--- src/rtl/fetch_queue.sv ---
// Instruction prefetch queue: sequential fetch with one outstanding cache request, DEPTH-entry {pc, inst} FIFO, flush/redirect.
// Optional same-cycle response-to-decode bypass is enabled by defining FETCH_QUEUE_BYPASS_EN.
module fetch_queue #(
    parameter int                    DATA_WIDTH = 32,
    parameter int                    DEPTH      = 4,
    parameter logic [DATA_WIDTH-1:0] RESET_PC   = '0
) (
    input  logic                  clk,
    input  logic                  rst,
    output logic                  inst_req,
    output logic [DATA_WIDTH-1:0] inst_addr,
    input  logic                  inst_valid,
    input  logic [DATA_WIDTH-1:0] inst_data,
    input  logic                  redirect,
    input  logic [DATA_WIDTH-1:0] redirect_pc,
    output logic                  out_valid,
    output logic [DATA_WIDTH-1:0] out_inst,
    output logic [DATA_WIDTH-1:0] out_pc,
    input  logic                  out_ready
);
    localparam int             AW   = $clog2(DEPTH);
    localparam logic [AW:0]    FULL = (AW+1)'(DEPTH);

    logic [DATA_WIDTH-1:0] mem_pc   [DEPTH];
    logic [DATA_WIDTH-1:0] mem_inst [DEPTH];

    logic [AW:0]           wr_ptr, rd_ptr, wr_ptr_n, rd_ptr_n, count_n;
    logic [DATA_WIDTH-1:0] fetch_pc, fetch_pc_n, addr_q, addr_n;
    logic                  pending, pending_n, drop, drop_n;
    logic                  out_valid_q;
    logic [DATA_WIDTH-1:0] out_inst_q, out_pc_q;
    logic                  resp, take, pop, push, head_new, bypass_take;
    logic                  unused_pc_bits;

    assign unused_pc_bits = ^redirect_pc[1:0];
    assign inst_req       = pending;
    assign inst_addr      = addr_q;

    always_comb begin
        resp       = pending & inst_valid;
        take       = resp & ~drop & ~redirect;
        pop        = out_valid_q & out_ready;
        push       = take & ~bypass_take;
        wr_ptr_n   = wr_ptr;
        rd_ptr_n   = rd_ptr;
        fetch_pc_n = fetch_pc;
        drop_n     = drop;
        pending_n  = pending;
        addr_n     = addr_q;
        if (redirect) begin
            wr_ptr_n   = '0;
            rd_ptr_n   = '0;
            fetch_pc_n = {redirect_pc[DATA_WIDTH-1:2], 2'b00};
            pending_n  = 1'b1;
            // An unanswered request keeps its address; its response is thrown away later.
            if (pending & ~inst_valid) begin
                drop_n = 1'b1;
            end else begin
                drop_n = 1'b0;
                addr_n = fetch_pc_n;
            end
        end else begin
            wr_ptr_n = wr_ptr + (AW+1)'(push);
            rd_ptr_n = rd_ptr + (AW+1)'(pop);
            if (take) fetch_pc_n = fetch_pc + DATA_WIDTH'(4);
            if (resp) drop_n = 1'b0;
            if (!(pending & ~inst_valid)) begin
                pending_n = ((wr_ptr_n - rd_ptr_n) < FULL);
                addr_n    = fetch_pc_n;
            end
        end
        count_n  = wr_ptr_n - rd_ptr_n;
        // The entry written this cycle becomes the head when everything older has drained.
        head_new = push & (rd_ptr_n == wr_ptr);
    end

    always_ff @(posedge clk) begin
        if (push) begin
            mem_pc[wr_ptr[AW-1:0]]   <= fetch_pc;
            mem_inst[wr_ptr[AW-1:0]] <= inst_data;
        end
    end

    always_ff @(posedge clk or negedge rst) begin
        if (!rst) begin
            wr_ptr      <= '0;
            rd_ptr      <= '0;
            fetch_pc    <= RESET_PC;
            addr_q      <= RESET_PC;
            pending     <= 1'b0;
            drop        <= 1'b0;
            out_valid_q <= 1'b0;
            out_inst_q  <= '0;
            out_pc_q    <= '0;
        end else begin
            wr_ptr      <= wr_ptr_n;
            rd_ptr      <= rd_ptr_n;
            fetch_pc    <= fetch_pc_n;
            addr_q      <= addr_n;
            pending     <= pending_n;
            drop        <= drop_n;
            out_valid_q <= (count_n != '0);
            if (head_new) begin
                out_inst_q <= inst_data;
                out_pc_q   <= fetch_pc;
            end else if (count_n != '0) begin
                out_inst_q <= mem_inst[rd_ptr_n[AW-1:0]];
                out_pc_q   <= mem_pc[rd_ptr_n[AW-1:0]];
            end
        end
    end

`ifdef FETCH_QUEUE_BYPASS_EN
    logic bypass_hit;
    // A response into an empty queue is shown to decode in the same cycle.
    assign bypass_hit  = take & (wr_ptr == rd_ptr);
    assign bypass_take = bypass_hit & out_ready;
    assign out_valid   = out_valid_q | bypass_hit;
    assign out_inst    = bypass_hit ? inst_data : out_inst_q;
    assign out_pc      = bypass_hit ? fetch_pc : out_pc_q;
`else
    assign bypass_take = 1'b0;
    assign out_valid   = out_valid_q;
    assign out_inst    = out_inst_q;
    assign out_pc      = out_pc_q;
`endif

endmodule

--- config.mk ---
export PLATFORM = sky130hd
export DESIGN_NAME = fetch_queue
export DESIGN_NICKNAME = d
export VERILOG_FILES = /design/src/rtl/fetch_queue.sv
export SDC_FILE = /design/constraint.sdc
export NUM_CORES = 1
export LEC_CHECK = 0
export ABC_AREA = 1
export BUFFER_PORTS_ARGS = -buffer_cell sky130_fd_sc_hd__buf_2
export CORE_AREA = 2 2 179 181
export DETAILED_ROUTE_END_ITERATION = 8
export DIE_AREA = 0 0 181 183
export MAX_ROUTING_LAYER = met4
export PLACE_DENSITY = 0.82
export SYNTH_ARGS = -nofsm -noshare
export SYNTH_HDL_FRONTEND = slang
export SYNTH_SLANG_ARGS = --single-unit
--- constraint.sdc ---
create_clock -name clk -period 18.2 [get_ports clk]
set_clock_uncertainty 0.15 [all_clocks]
set_input_delay 0.91 -clock clk [delete_from_list [all_inputs] [get_ports clk]]
set_output_delay 0.91 -clock clk [all_outputs]
set_load 0.02 [all_outputs]
==> results_dict.tcl <==
set metrics [dict create \
    hold_violations 0 \
    synth_nets 1722 \
    drt-pass1-iter-count 6 \
    cts_made_buffers 42 \
    h-tree-depth 2 \
    critPathMaxStageDelay_ns 1.00 \
    ys_ff_latch 393 \
    postCtsSetupRepairBufs 0 \
    place_area_mm2 0.0180 \
    timing.setup.tns_ns 0 \
    maxCapViolations 0 \
    start_kind "primary input" \
    io-pin-count 167 \
    clock_sinks 393 \
    ctsResizeCount 0 \
    crit_required_ns 18.45 \
    cts_tree "built" \
    crit_slowest_cell "nand4_4" \
    place_congestion 0.863 \
    ant_nets 0 \
    routed-via-count 12400 \
    slew_headroom_pct 19.9 \
    cp_common_cell "nand2_1" \
    r2r-end "out_inst[23]" \
    fmax_mhz 185 \
    min_period_over_period_pct 29.8 \
    grt_overflow 0 \
    start_util_pct 54.3 \
    final_core_util_pct 61.9 \
    totalWireLength_mm 40.0 \
    antenna_found_initial 0 \
    die_x_um 181 \
    rr_worst_depth 13 \
    r2r-start "out_valid" \
    portBuffers 164 \
    holdBufCountCts 0 \
    cp_top_family "simple AND/OR/NAND/NOR gates" \
    fill_cells 2475 \
    pre_cts_ws_ns 12.34 \
    nNetsFinal 1846 \
    total_power_mw 2.73 \
    hpwl_mm 21.8 \
    cts-root-buf "clkbuf_16" \
    grt_pass1_wl_mm 63.8 \
    vias_per_cell 5.62 \
    floorplan.core_area_mm2 0.0312 \
    rrSetupSlack_ns 12.88 \
    ctsLongestPathBuffers 3 \
    drcViolationCount 0 \
    synth_cells 1646 \
    ir_worst_vdd_uv 91.4 \
    setup_viol 0 \
    row_count 65 \
    wl_per_cell_um 18.2 \
    p_per_area_mw_per_mm2 141 \
    path_class "primary input to flip-flop" \
    clock_latency_ns 0.54 \
    hp-class "primary input to async pin" \
    cp_max_fo 65 \
    die-area_mm2 0.0331 \
    ys_types 39 \
    status "completed" \
    grt_start_max_net_pins 113 \
    yosysSeqAreaShare_pct 65.5 \
    arrival_ns 5.66 \
    ys_warn_count 0 \
    tightest_slew_ns 1.20 \
    grt_use_total_pct 24.9 \
    p_leak_nw 8.16 \
    avgSynthCellArea_um2 10.3 \
    fin_area_mm2 0.0193 \
    crit_path_end_kind "flip-flop" \
    critPathBufInv 5 \
    grt_pass1_vias 12500 \
    drive_gt1_share_pct 16.5 \
    die_h_um 183 \
    clk_pin_slew_worst_paths_ns 0.06 \
    drt-initial-drc-count 1165 \
    diodes 0 \
    synthToLayoutAreaGrowth_pct 14.0 \
    cp_cell_sequence "buf_2 > nand2_1 > inv_1 > ha_1 > inv_1 > nor2_4 > clkinv_2 > nand2_1 > a21oi_4 > buf_4 > nand2_4 > nand4_4 > nand2_1 > nand2_1" \
    rsz0062_at_grt "false" \
    syn_area_mm2 0.0170 \
    fin_crit_ns 5.42 \
    maxSlewViolCount 0 \
    setup_ws_ns 12.78 \
]
## report_power, final
group / switching (mW) / internal [mW] / total (mW)
clock: 0.339 / 0.502 / 0.841
sequential: 0.0751 / 1.07 / 1.15
combinational: 0.518 / 0.223 / 0.741
total: 0.932 / 1.80 / 2.73
## worst max path at each step
stage,start,to,cells past startpoint
2_1_floorplan,redirect,mem_inst[2][0],4
3_3_place_gp,out_ready,out_pc[8],14
3_5_place_dp,out_ready,out_inst[23],14
4_1_cts,out_ready,out_inst[23],14
5_1_grt,out_ready,out_inst[9],14
6_report,out_ready,out_inst[23],14
## layout make-up
| cell class | instances | area [um2] | area share [%] |
|---|---|---|---|
| Timing Repair Buffer | 178 | 932 | 4.82 |
| Clock buffer | 62 | 1280 | 6.62 |
| Clock inverter | 15 | 106 | 0.550 |
| Multi-Input combinational cell | 1100 | 5190 | 26.8 |
| Tap cell | 402 | 503 | 2.60 |
| Inverter | 55 | 213 | 1.10 |
| Sequential cell | 393 | 11100 | 57.5 |
## sequential cells by signal, indices dropped and copies added (netlist names)
signal     count
fetch_pc      32
wr_ptr         3
mem_inst     128
out_inst      32
inst_addr     32
rd_ptr         3
drop           1
mem_pc       128
inst_req       1
out_pc        32
out_valid      1
## synth_stat cells, drive strengths merged
cell type  count  area share [%]
dfrtp        137              20
o21a           1           0.044
o21ai        135             4.0
nand2        453              10
nand3        182             6.0
buf           56             2.1
a22oi          1           0.044
nand4          6            0.26
or2           12            0.44
edfxtp       256              45
ha             7            0.52
o211ai         1           0.044
a21oi          7            0.23
o21bai         2           0.088
a211oi         1           0.044
inv           54             1.2
a31oi          8            0.29
and2           3            0.11
nand3b         8            0.35
xor2           8            0.41
o22ai         64             2.4
xnor2          3            0.15
nor2         185             4.2
nor3           3           0.088
clkinv         1           0.022
a21boi        10            0.44
clkbuf        42            0.93
## layer usage
layer  wire (um)  up-vias  track usage (%)
met5           0        -                -
met4         958        0             8.13
met3        2970       70             3.26
met2       19300      541             41.2
met1       16900     5911             32.4
li1            -     5881                -
## worst reg2reg max path, delay by kind of cell, from the launching register on
kind | cells | cell delay, ns
DFF | 1 | 0.37
and+or+nand+nor | 7 | 3.08
buffers and inverters | 4 | 1.23
adders and majority gates | 1 | 0.31
AOI/OAI and AO/OA | 1 | 0.06
## placed cells by master, fill, tap and decap left out, types with 6 or more instances in the layout
cell / instances
nand3_1: 161
a21boi_0: 10
clkbuf_16: 46
o21ai_0: 133
edfxtp_1: 256
dfrtp_1: 137
nand3b_1: 8
buf_2: 163
a31oi_1: 8
clkbuf_1: 9
clkinv_2: 8
xor2_1: 8
clkbuf_8: 7
or2_2: 12
o22ai_1: 64
ha_1: 7
buf_4: 14
inv_1: 51
a21oi_1: 6
nor2_2: 6
nand2_1: 450
nor2_1: 174
nand3_2: 21
## cell families after synthesis
kind of cell | share of synthesized area, %
flops | 65.5
fa+ha+maj | 0.516
compound gates | 7.57
xor+xnor | 0.568
simple gates | 21.5
buf+inv | 4.31
## metrics by stage
step                      instances  hold WS, ns
final                          2205        0.240
after global routing           2205        0.274
after detailed placement       2128        0.309
after CTS                      2205        0.242
after global placement         2128        0.310
after floorplan                1646        0.347
(Power assumes the default switching activity.)
